$ cat src/rtl/mem_master_if.sv
// rtl/mem_master_if.sv - requester, response and RAM-port bundle for mem_master
interface mem_master_if;
   logic        req_valid;
   logic        req_ready;
   logic [3:0]  req_mode;
   logic [31:0] req_addr;
   logic [31:0] req_wdata;
   logic        resp_valid;
   logic        resp_ready;
   logic [31:0] resp_rdata;
   logic        resp_err;
   logic [3:0]  ram_mode;
   logic [31:0] ram_addr;
   logic [31:0] ram_wdata;
   logic [31:0] ram_rdata;
   logic [7:0]  err_cnt;

   // mem_master side: owns the request acceptance, the response and the RAM port
   modport master (
      input  req_valid, req_mode, req_addr, req_wdata, resp_ready, ram_rdata,
      output req_ready, resp_valid, resp_rdata, resp_err,
             ram_mode, ram_addr, ram_wdata, err_cnt
   );

   // environment side: requester plus the RAM
   modport slave (
      output req_valid, req_mode, req_addr, req_wdata, resp_ready, ram_rdata,
      input  req_ready, resp_valid, resp_rdata, resp_err,
             ram_mode, ram_addr, ram_wdata, err_cnt
   );
endinterface

$ cat src/rtl/mem_master.sv
// rtl/mem_master.sv - single-outstanding load/store master in front of a combinational RAM port
module mem_master #(
   parameter int unsigned WAIT_CYCLES = 1
) (
   input  logic         clk,
   input  logic         rst_n,
   mem_master_if.master bus
);
   localparam logic [3:0] IO_NOP = 4'd0;
   localparam logic [3:0] IO_LB  = 4'd1;
   localparam logic [3:0] IO_LBU = 4'd2;
   localparam logic [3:0] IO_LH  = 4'd3;
   localparam logic [3:0] IO_LHU = 4'd4;
   localparam logic [3:0] IO_LW  = 4'd5;
   localparam logic [3:0] IO_SB  = 4'd6;
   localparam logic [3:0] IO_SH  = 4'd7;
   localparam logic [3:0] IO_SW  = 4'd8;

   localparam logic [3:0] WAIT_LAST = 4'(WAIT_CYCLES);

   typedef enum logic [1:0] {S_IDLE, S_READ, S_WRITE, S_RESP} state_t;

   state_t      state_q, state_d;
   logic [3:0]  ram_mode_q, ram_mode_d;
   logic [31:0] ram_addr_q, ram_addr_d;
   logic [31:0] ram_wdata_q, ram_wdata_d;
   logic [31:0] resp_rdata_q, resp_rdata_d;
   logic        resp_err_q, resp_err_d;
   logic [7:0]  err_cnt_q, err_cnt_d;
   logic [3:0]  wait_cnt_q, wait_cnt_d;

   logic is_load, is_store, is_legal, need_half, need_word, misaligned;

   // classify the presented request: load/store/nop, legality and alignment
   always_comb begin
      is_load   = 1'b0;
      is_store  = 1'b0;
      is_legal  = 1'b1;
      need_half = 1'b0;
      need_word = 1'b0;
      case (bus.req_mode)
         IO_NOP:        ;
         IO_LB, IO_LBU: is_load = 1'b1;
         IO_LH, IO_LHU: begin is_load = 1'b1; need_half = 1'b1; end
         IO_LW:         begin is_load = 1'b1; need_word = 1'b1; end
         IO_SB:         is_store = 1'b1;
         IO_SH:         begin is_store = 1'b1; need_half = 1'b1; end
         IO_SW:         begin is_store = 1'b1; need_word = 1'b1; end
         default:       is_legal = 1'b0;
      endcase
      misaligned = (need_half && bus.req_addr[0]) ||
                   (need_word && (bus.req_addr[1:0] != 2'b00));
   end

   // next-state logic; ram_mode falls back to NOP whenever leaving READ/WRITE
   always_comb begin
      state_d      = state_q;
      ram_mode_d   = ram_mode_q;
      ram_addr_d   = ram_addr_q;
      ram_wdata_d  = ram_wdata_q;
      resp_rdata_d = resp_rdata_q;
      resp_err_d   = resp_err_q;
      err_cnt_d    = err_cnt_q;
      wait_cnt_d   = wait_cnt_q;
      case (state_q)
         S_IDLE: begin
            if (bus.req_valid) begin
               resp_rdata_d = 32'h0;
               resp_err_d   = 1'b0;
               wait_cnt_d   = 4'd0;
               if (!is_legal || misaligned) begin
                  resp_err_d = 1'b1;
                  state_d    = S_RESP;
                  if (err_cnt_q != 8'hFF) err_cnt_d = err_cnt_q + 8'd1;
               end else if (is_load) begin
                  ram_mode_d = bus.req_mode;
                  ram_addr_d = bus.req_addr;
                  state_d    = S_READ;
               end else if (is_store) begin
                  ram_mode_d  = bus.req_mode;
                  ram_addr_d  = bus.req_addr;
                  ram_wdata_d = bus.req_wdata;
                  state_d     = S_WRITE;
               end else begin
                  state_d = S_RESP;
               end
            end
         end
         S_READ: begin
            if (wait_cnt_q == WAIT_LAST) begin
               resp_rdata_d = bus.ram_rdata;
               ram_mode_d   = IO_NOP;
               state_d      = S_RESP;
            end else begin
               wait_cnt_d = wait_cnt_q + 4'd1;
            end
         end
         S_WRITE: begin
            ram_mode_d = IO_NOP;
            state_d    = S_RESP;
         end
         default: begin
            if (bus.resp_ready) state_d = S_IDLE;
         end
      endcase
   end

   // state and output registers; reset also kills any in-flight RAM access
   always_ff @(posedge clk or negedge rst_n) begin
      if (!rst_n) begin
         state_q      <= S_IDLE;
         ram_mode_q   <= IO_NOP;
         ram_addr_q   <= 32'h0;
         ram_wdata_q  <= 32'h0;
         resp_rdata_q <= 32'h0;
         resp_err_q   <= 1'b0;
         err_cnt_q    <= 8'h0;
         wait_cnt_q   <= 4'd0;
      end else begin
         state_q      <= state_d;
         ram_mode_q   <= ram_mode_d;
         ram_addr_q   <= ram_addr_d;
         ram_wdata_q  <= ram_wdata_d;
         resp_rdata_q <= resp_rdata_d;
         resp_err_q   <= resp_err_d;
         err_cnt_q    <= err_cnt_d;
         wait_cnt_q   <= wait_cnt_d;
      end
   end

   assign bus.req_ready  = (state_q == S_IDLE);
   assign bus.resp_valid = (state_q == S_RESP);
   assign bus.resp_rdata = resp_rdata_q;
   assign bus.resp_err   = resp_err_q;
   assign bus.ram_mode   = ram_mode_q;
   assign bus.ram_addr   = ram_addr_q;
   assign bus.ram_wdata  = ram_wdata_q;
   assign bus.err_cnt    = err_cnt_q;
endmodule

$ cat src/flat_wrapper.sv
// flat-port wrapper written by rule: the top's interface ports become plain ports
module mem_master_flat 
#(
   parameter int unsigned WAIT_CYCLES = 1
)
  (clk, rst_n, bus_req_valid, bus_req_mode, bus_req_addr, bus_req_wdata, bus_resp_ready, bus_ram_rdata, bus_req_ready, bus_resp_valid, bus_resp_rdata, bus_resp_err, bus_ram_mode, bus_ram_addr, bus_ram_wdata, bus_err_cnt);
  mem_master_if bus_i ();
  input  logic clk;
  input  logic rst_n;
  input wire logic [$bits(bus_i.req_valid)-1:0] bus_req_valid;
  input wire logic [$bits(bus_i.req_mode)-1:0] bus_req_mode;
  input wire logic [$bits(bus_i.req_addr)-1:0] bus_req_addr;
  input wire logic [$bits(bus_i.req_wdata)-1:0] bus_req_wdata;
  input wire logic [$bits(bus_i.resp_ready)-1:0] bus_resp_ready;
  input wire logic [$bits(bus_i.ram_rdata)-1:0] bus_ram_rdata;
  output wire logic [$bits(bus_i.req_ready)-1:0] bus_req_ready;
  output wire logic [$bits(bus_i.resp_valid)-1:0] bus_resp_valid;
  output wire logic [$bits(bus_i.resp_rdata)-1:0] bus_resp_rdata;
  output wire logic [$bits(bus_i.resp_err)-1:0] bus_resp_err;
  output wire logic [$bits(bus_i.ram_mode)-1:0] bus_ram_mode;
  output wire logic [$bits(bus_i.ram_addr)-1:0] bus_ram_addr;
  output wire logic [$bits(bus_i.ram_wdata)-1:0] bus_ram_wdata;
  output wire logic [$bits(bus_i.err_cnt)-1:0] bus_err_cnt;
  assign bus_i.req_valid = bus_req_valid;
  assign bus_i.req_mode = bus_req_mode;
  assign bus_i.req_addr = bus_req_addr;
  assign bus_i.req_wdata = bus_req_wdata;
  assign bus_i.resp_ready = bus_resp_ready;
  assign bus_i.ram_rdata = bus_ram_rdata;
  assign bus_req_ready = bus_i.req_ready;
  assign bus_resp_valid = bus_i.resp_valid;
  assign bus_resp_rdata = bus_i.resp_rdata;
  assign bus_resp_err = bus_i.resp_err;
  assign bus_ram_mode = bus_i.ram_mode;
  assign bus_ram_addr = bus_i.ram_addr;
  assign bus_ram_wdata = bus_i.ram_wdata;
  assign bus_err_cnt = bus_i.err_cnt;
  mem_master #(.WAIT_CYCLES(WAIT_CYCLES)) u_core (.clk(clk), .rst_n(rst_n), .bus(bus_i));
endmodule
$ cat config.mk
export PLATFORM = sky130hd
export DESIGN_NAME = mem_master_flat
export DESIGN_NICKNAME = d
export VERILOG_FILES = /design/src/rtl/mem_master_if.sv /design/src/rtl/mem_master.sv /design/src/flat_wrapper.sv
export SDC_FILE = /design/constraint.sdc
export NUM_CORES = 1
export LEC_CHECK = 0
export CAP_MARGIN = 10
export CORE_ASPECT_RATIO = 0.7
export CORE_UTILIZATION = 44
export CTS_BUF_LIST = sky130_fd_sc_hd__clkbuf_8
export DETAILED_ROUTE_END_ITERATION = 10
export PLACE_DENSITY = 0.82
export REMOVE_ABC_BUFFERS = 1
export SLEW_MARGIN = 10
export SYNTH_ARGS = -nofsm -noshare
export SYNTH_HDL_FRONTEND = slang
export SYNTH_SLANG_ARGS = --single-unit
$ cat constraint.sdc
create_clock -name clk -period 2.2 [get_ports clk]
set_input_delay 0.66 -clock clk [delete_from_list [all_inputs] [get_ports clk]]
set_output_delay 0.66 -clock clk [all_outputs]
set_load 0.05 [all_outputs]
==> results of run 1 <==
[state kept, by name (all words and copies together) (netlist names)]
register               cells
u_core.bus.ram_addr       32
u_core.bus.ram_mode        4
u_core.bus.ram_wdata      32
u_core.wait_cnt_q          4
u_core.state_q             2
u_core.bus.resp_err        1
u_core.bus.resp_rdata     32
u_core.bus.err_cnt         8
[through the flow]
stage | total power, mW | std cells | utilization | hold WS [ps]
3_5_place_dp | 11.8 | 727 | 0.671 | 475
5_1_grt | 14.0 | 763 | 0.710 | 240
3_3_place_gp | 11.6 | 727 | 0.671 | 472
6_report | 13.3 | 763 | 0.710 | 208
2_1_floorplan | 8.81 | 332 | - | 364
4_1_cts | 13.3 | 758 | 0.699 | 209
[layout make-up]
type                    count  share of cell area
inverters                   5             0.00240
clock buffers              20              0.0352
flip-flops and latches    115               0.368
clock inverters            11              0.0174
multi-input cells         212               0.248
well taps                 153              0.0245
repair buffers            247               0.305
[power by group through the flow]
stage | registers [mW] | logic (mW) | clock network, mW
floorplan | 6.95 | 1.86 | 0
global placement | 3.72 | 7.87 | 0
detailed placement | 3.75 | 8.04 | 0
CTS | 3.71 | 7.55 | 2.07
global route | 3.84 | 7.96 | 2.17
finish | 3.71 | 7.60 | 2.03
[synth_stat cells, types with 2 or more instances]
cell type	count
a21boi_0	2
a21o_1	2
a21oi_1	10
a22o_1	32
a22oi_1	5
and3_1	4
buf_12	3
buf_2	7
buf_6	5
clkbuf_1	3
dfrtp_1	115
ha_1	7
inv_1	5
mux2_2	35
mux2_4	30
nand2_1	7
nand2b_1	4
nand3_1	13
nand4_1	7
nor2_1	6
nor2b_1	7
nor3_1	3
nor3_2	2
nor3b_1	4
nor4_1	2
o21ai_0	3
o221ai_1	3
o31ai_1	2
xnor2_1	2
xor2_1	4
[worst min path at each step]
stage                                       end  cells past startpoint
after CTS                 u_core.bus.err_cnt[3]                      1
after global placement      u_core.bus.resp_err                      1
after global routing      u_core.bus.err_cnt[3]                      1
final                     u_core.bus.err_cnt[3]                      1
after detailed placement    u_core.bus.resp_err                      1
after floorplan           u_core.bus.err_cnt[0]                      0
[layer usage]
| metal | global-route usage | wire [um] | vias up |
|---|---|---|---|
| li1 | - | - | 1803 |
| met5 | 0 | 0 | - |
| met4 | 0.0794 | 189 | 0 |
| met1 | 0.289 | 5850 | 1869 |
| met2 | 0.368 | 6330 | 168 |
| met3 | 0.0871 | 1230 | 18 |
[what timing repair did]
| action | 4_1_cts | 5_1_grt |
|---|---|---|
| gates cloned | 0 | 3 |
| gates resized for setup | 82 | 9 |
| setup endpoints to repair | 111 | 68 |
| hold endpoints to repair | 0 | 0 |
| pin swaps | 0 | 2 |
| buffers inserted | 0 | 2 |
[cells by family after synthesis]
group | count (synthesis) | synth area share
AOI/OAI and AO/OA | 69 | 0.108
xor gates and xnor gates | 6 | 0.0106
adders and majority gates | 7 | 0.0176
buffers and inverters | 23 | 0.0366
DFF | 115 | 0.580
muxes | 66 | 0.172
and+or+nand+nor | 64 | 0.0754
==> results by group, run 1 <==
Status
  – Outcome: finished clean

Placed design
  – Input/output buffers: 214
  – Detailed Place HPWL: 9820 um
  – DP Area: 7390 um^2
  – Placement Setup Slack: -506 ps
  – GP Congestion: 0.882

Final layout
  – Filler instances: 763
  – Nets: 709
  – Design area: 7820 um^2
  – Most frequent cells in the layout: dfrtp_1, clkdlybuf4s50_1, dlygate4sd2_1
  – Area growth syn-to-layout: 57.6%
  – Commonest non-fill, non-tap cell in the layout: dfrtp_1
  – Sequential Area: 2880 um^2
  – Multi-input gate area: 1940 um^2
  – Layout cells sized above 1: 0.279
  – Antenna diode count: 0

Synth
  – Netlist cell types: 46
  – Synth warn: 0
  – Ranking of synthesized cells by area: dfrtp_1, mux2_4, mux2_2
  – Sequential-to-total area share from yosys stat: 0.580
  – Ys async rst share: 1.00
  – Avg Cell Area, Syn: 14.2 um^2
  – #FFs+latches synth: between 100 and 150
  – Post-Syn Area: approximately 5000 um^2
  – Dominant cell type by area after synthesis: dfrtp_1
  – Top_reg_cell synth: dfrtp_1
  – Synth Instances: 350
  – Synth top area share: 0.580
  – Post-synth EDFFs: 0

Global route
  – Vias in the first global route: between 3000 and 4000
  – Gr ovfl total: 0
  – Largest net degree at the start of global routing: 41
  – Initial antenna violation count: 0
  – Total global-route track usage: 0.231
  – First-pass GRT wire length: 20500 um

Setup path
  – Worst path slowest cell: clkdlybuf4s50_1
  – Slowest cell delay on critical path: 530 ps
  – R2R Path Start: u_core.wait_cnt_q[0]
  – Reg2Reg Setup Slack: approximately 130 ps
  – Cell Chain, Critical Path: clkdlybuf4s50_1 > a21oi_1 > a31oi_1 > or2_2 > buf_12 > mux2_4
  – CP Class: in2reg
  – Critical Path AT: between 2000 and 2500 ps
  – Stages on the worst setup path: 6
  – Worst Setup End Kind: flip-flop
  – Worst path buffer plus inverter count: 2
  – Worst EP required: approximately 2500 ps
  – Worst setup endpoint: u_core.bus.ram_wdata[26]
  – Max Fanout on Critical Path: 19
  – RR Endpoint: u_core.bus.ram_mode[2]
  – Critical Path Start Type: input port
  – Register-to-Register Path Depth: 6
  – Top delay family on crit path: buffers and inverters
  – Crit. Startpoint: bus_req_mode[3]

Floorplan
  – Die footprint: around 12000 um^2
  – Die Ht: between 90 and 100 um
  – # IOs: 215
  – Row count: 32
  – Initial core utilization: 0.451
  – Core Area: about 11000 um^2
  – DIE WIDTH: between 100 and 150 um

CTS
  – Clock slew seen by the registers of the worst setup and hold paths: 70 ps
  – Skew-Pair Late Insertion Delay: 420 ps
  – Num CTS Buffers: 17
  – H-tree depth: 4
  – TritonCTS Sinks: around 120
  – Clk Tree Root Cell: clkbuf_8
  – Clk buf depth: 2
  – CTS tree: yes
  – Hold_buf cts: 0

Pwr
  – NetSw: 6.48 mW
  – Peak ir drop on the vdd network: 0.998 mV
  – Internal: between 6 and 7 mW
  – P_leak: between 3 and 4 nW
  – Reg power frac: 0.278
  – Switching Share: 0.485
  – Clock Power Share: 0.152
  – Comb pwr share: 0.570
  – Power Dens Cells: 1710 nW/um^2

STA
  – Final Setup Violations: 0
  – Final worst setup slack: 69.2 ps
  – RSZ-0062 raised after global routing: false
  – Hold Violations, Final: 0
  – Fin crit share: 0.969
  – Slew headroom: 0.545
  – Setup_tns: 0 ps
  – Worst-Margin Slew: about 680 ps
  – Clock skew: 13.4 ps
  – Pins Over Slew Limit: 0
  – Final min period: approximately 2100 ps
  – Highest Clock Rate: 469 MHz

Route
  – DRC: 0
  – Routed WL: 13600 um
  – Vias: 3858
  – Drt wl/cell: 17.8 um
  – Avg Vias per Cell: 5.06
  – Initial DRC count: 130
  – Antenna-violating nets left: 0
  – 1st-pass router iterations: 4

Min path
  – Hold Path Class: in2async

Job
  – MaxCap Viol Count: 0
(Power assumes the default switching activity.)
==> run 2, diff against run 1 <==
Settings changed: HOLD_SLACK_MARGIN set to 0.08.
==> results of run 2 <==
Same layout as run 1: the final DEF is identical, and so are final timing and power.
==> run 3, diff against run 2 <==
Settings changed: ABC_AREA set to 0, HOLD_SLACK_MARGIN 0.08 to unset, RECOVER_POWER set to 100.
==> results by group, run 3 (synthesized netlist as in run 1, its figures left out) <==
Setup path
  – Slowest cell delay on critical path: 520 ps (about the same)
  – Cell Chain, Critical Path: clkdlybuf4s50_1 > a21oi_1 > a31oi_1 > or2_2 > buf_4 > mux2_1
  – Worst Setup End Kind: flip-flop
  – Top delay family on crit path: buffers and inverters
  – Worst EP required: 2480 ps (-20 ps)
  – CP Class: in2reg
  – Critical Path AT: 2460 ps (+30 ps)
  – Register-to-Register Path Depth: 6 (unchanged)
  – Critical Path Start Type: input port
  – Max Fanout on Critical Path: 19 (unchanged)
  – Worst path buffer plus inverter count: 2 (unchanged)
  – Worst path slowest cell: clkdlybuf4s50_1
  – Stages on the worst setup path: 6 (unchanged)

CTS
  – CTS tree: yes
  – Clk Tree Root Cell: clkbuf_8
  – H-tree depth: 4 (unchanged)
  – TritonCTS Sinks: 115 (unchanged)
  – Clock slew seen by the registers of the worst setup and hold paths: 70 ps (about the same)
  – Clk buf depth: 2 (unchanged)
  – Skew-Pair Late Insertion Delay: 420 ps (about the same)
  – Num CTS Buffers: 17 (unchanged)
  – Hold_buf cts: 0 (unchanged)

Global route
  – Most Used Layer, Global Route: met2
  – Total global-route track usage: 0.231 (unchanged)
  – Grt met1 use: 0.289 (unchanged)
  – GR Util met2: 0.368 (unchanged)
  – Vias in the first global route: 3897 (unchanged)
  – First-pass GRT wire length: 20500 um (unchanged)
  – Initial antenna violation count: 0 (unchanged)
  – Largest net degree at the start of global routing: 41 (unchanged)
  – Grt met3 use: 0.0871 (unchanged)
  – Gr ovfl total: 0 (unchanged)

Placed design
  – Input/output buffers: 214 (unchanged)
  – DP Area: 7390 um^2 (unchanged)
  – Detailed Place HPWL: 9820 um (unchanged)
  – GP Congestion: 0.882 (unchanged)
  – Placement Setup Slack: -506 ps (unchanged)

Route
  – Initial DRC count: 109 (-16%)
  – Antenna-violating nets left: 0 (unchanged)
  – Drt wl/cell: 17.7 um (-0.53%)
  – DRC: 0 (unchanged)
  – Avg Vias per Cell: 5.04 (-0.29%)
  – Vias: 3847 (-0.29%)
  – Routed WL: 13500 um (-0.53%)
  – 1st-pass router iterations: 4 (unchanged)

STA
  – Pins Over Slew Limit: 0 (unchanged)
  – Highest Clock Rate: 460 MHz (-1.9%)
  – Final worst setup slack: 28.3 ps (-40.9 ps)
  – Fin crit share: 0.987 (+0.0186)
  – Worst-Margin Slew: 947 ps (+266 ps)
  – Final Setup Violations: 0 (unchanged)
  – Clock skew: 11.3 ps (-2.12 ps)
  – Final min period: 2170 ps (+40.9 ps)
  – Hold Violations, Final: 0 (unchanged)
  – Slew headroom: 0.369 (-0.176)

Floorplan
  – DIE WIDTH: 129 um (unchanged)
  – # IOs: 215 (unchanged)
  – Die footprint: 11700 um^2 (unchanged)
  – Initial core utilization: 0.451 (unchanged)
  – Core Area: 11000 um^2 (unchanged)
  – Row count: 32 (unchanged)
  – Die Ht: 90.9 um (unchanged)

Pwr
  – Power Dens Cells: 1720 nW/um^2 (+0.72%)
  – Switching Share: 0.499 (+0.0136)
  – Comb pwr share: 0.557 (-0.013)
  – Internal: 6.45 mW (-6.1%)
  – Clock Power Share: 0.157 (+0.005)
  – Pwr Total: 12.9 mW (-3.5%)
  – Peak ir drop on the vdd network: 0.961 mV (-3.7%)
  – Reg power frac: 0.287 (+0.009)
  – P_leak: 3.64 nW (-6.4%)
  – NetSw: 6.42 mW (-0.80%)

Job
  – MaxCap Viol Count: 0 (unchanged)

Final layout
  – Layout cells sized above 1: 0.197 (-0.0820)
  – Core Util, Final: 0.681 (-0.0299)
  – Nets: 709 (unchanged)
  – Design area: 7490 um^2 (-4.2%)
  – Area growth syn-to-layout: 51.0%
  – Antenna diode count: 0 (unchanged)
  – Commonest non-fill, non-tap cell in the layout: dfrtp_1
  – Most frequent cells in the layout: dfrtp_1, clkdlybuf4s50_1, dlygate4sd2_1

Min path
  – Hold Path Class: in2async

Status
  – Outcome: finished clean
[run 3: cell count changes in the layout (fill, tap and decap cells not counted), moves of 3 or more]
cell,delta
clkbuf_2,+8
clkbuf_1,+24
buf_12,-6
mux2_4,-24
mux2_1,+24
clkbuf_4,+3
buf_4,-28
[run 3: through the flow]
| step | hold slack, ps | TNS (ps) | cells |
|---|---|---|---|
| final | 369 | 0 | 763 |
| after global routing | 447 | -0.870 | 763 |
| after CTS | 209 | 0 | 758 |
| after detailed placement | 475 | -33600 | 727 |
| after global placement | 472 | -25480 | 727 |
| after floorplan | 364 | -52540 | 332 |
[run 3: path summary, 6_finish.rpt]
kind,start,to,slack [ps]
hold / removal,rst_n,u_core.bus.err_cnt[3],370
min in group clk,u_core.bus.resp_err,u_core.bus.resp_err,480
setup reg to reg,u_core.wait_cnt_q[0],u_core.bus.ram_mode[2],130
hold reg to reg,u_core.bus.resp_err,u_core.bus.resp_err,480
max in group asynchronous,rst_n,u_core.bus.ram_wdata[21],390
setup / recovery,bus_req_mode[3],u_core.bus.ram_wdata[30],30
[run 3: per-layer routing]
layer  wire, um  up-vias
li1           -     1799
met1       5770     1852
met2       6340      178
met3       1240       18
met4        192        0
met5          0        -
[run 3: cell type report]
class	count	area (um^2)
clock buffers	20	275
clock inverters	11	136
well taps	153	191
fillers	844	3520
repair buffers	247	2160
multi-input cells	212	1840
inverters	5	18.8
flip-flops and latches	115	2880
[run 3: what timing repair did]
item,in CTS,in global routing
setup endpoints to repair,111,68
setup buffers,0,2
cloned,0,3
pin swaps,0,2
hold endpoints to repair,0,0
gates resized for setup,82,9
[run 3: worst reg2reg max path, delay by kind of cell, from the launching register on]
| kind | cells | cell delay, ps |
|---|---|---|
| DFF | 1 | 480 |
| and+or+nand+nor | 3 | 910 |
| AOI/OAI and AO/OA | 2 | 410 |
| adders and majority gates | 1 | 200 |
[run 3: power by group through the flow]
stage | clock, mW | combinational (mW) | sequential [mW]
final | 2.02 | 7.17 | 3.69
after CTS | 2.07 | 7.55 | 3.71
after detailed placement | 0 | 8.04 | 3.75
after global routing | 2.17 | 7.52 | 3.82
after floorplan | 0 | 1.86 | 6.95
after global placement | 0 | 7.87 | 3.72
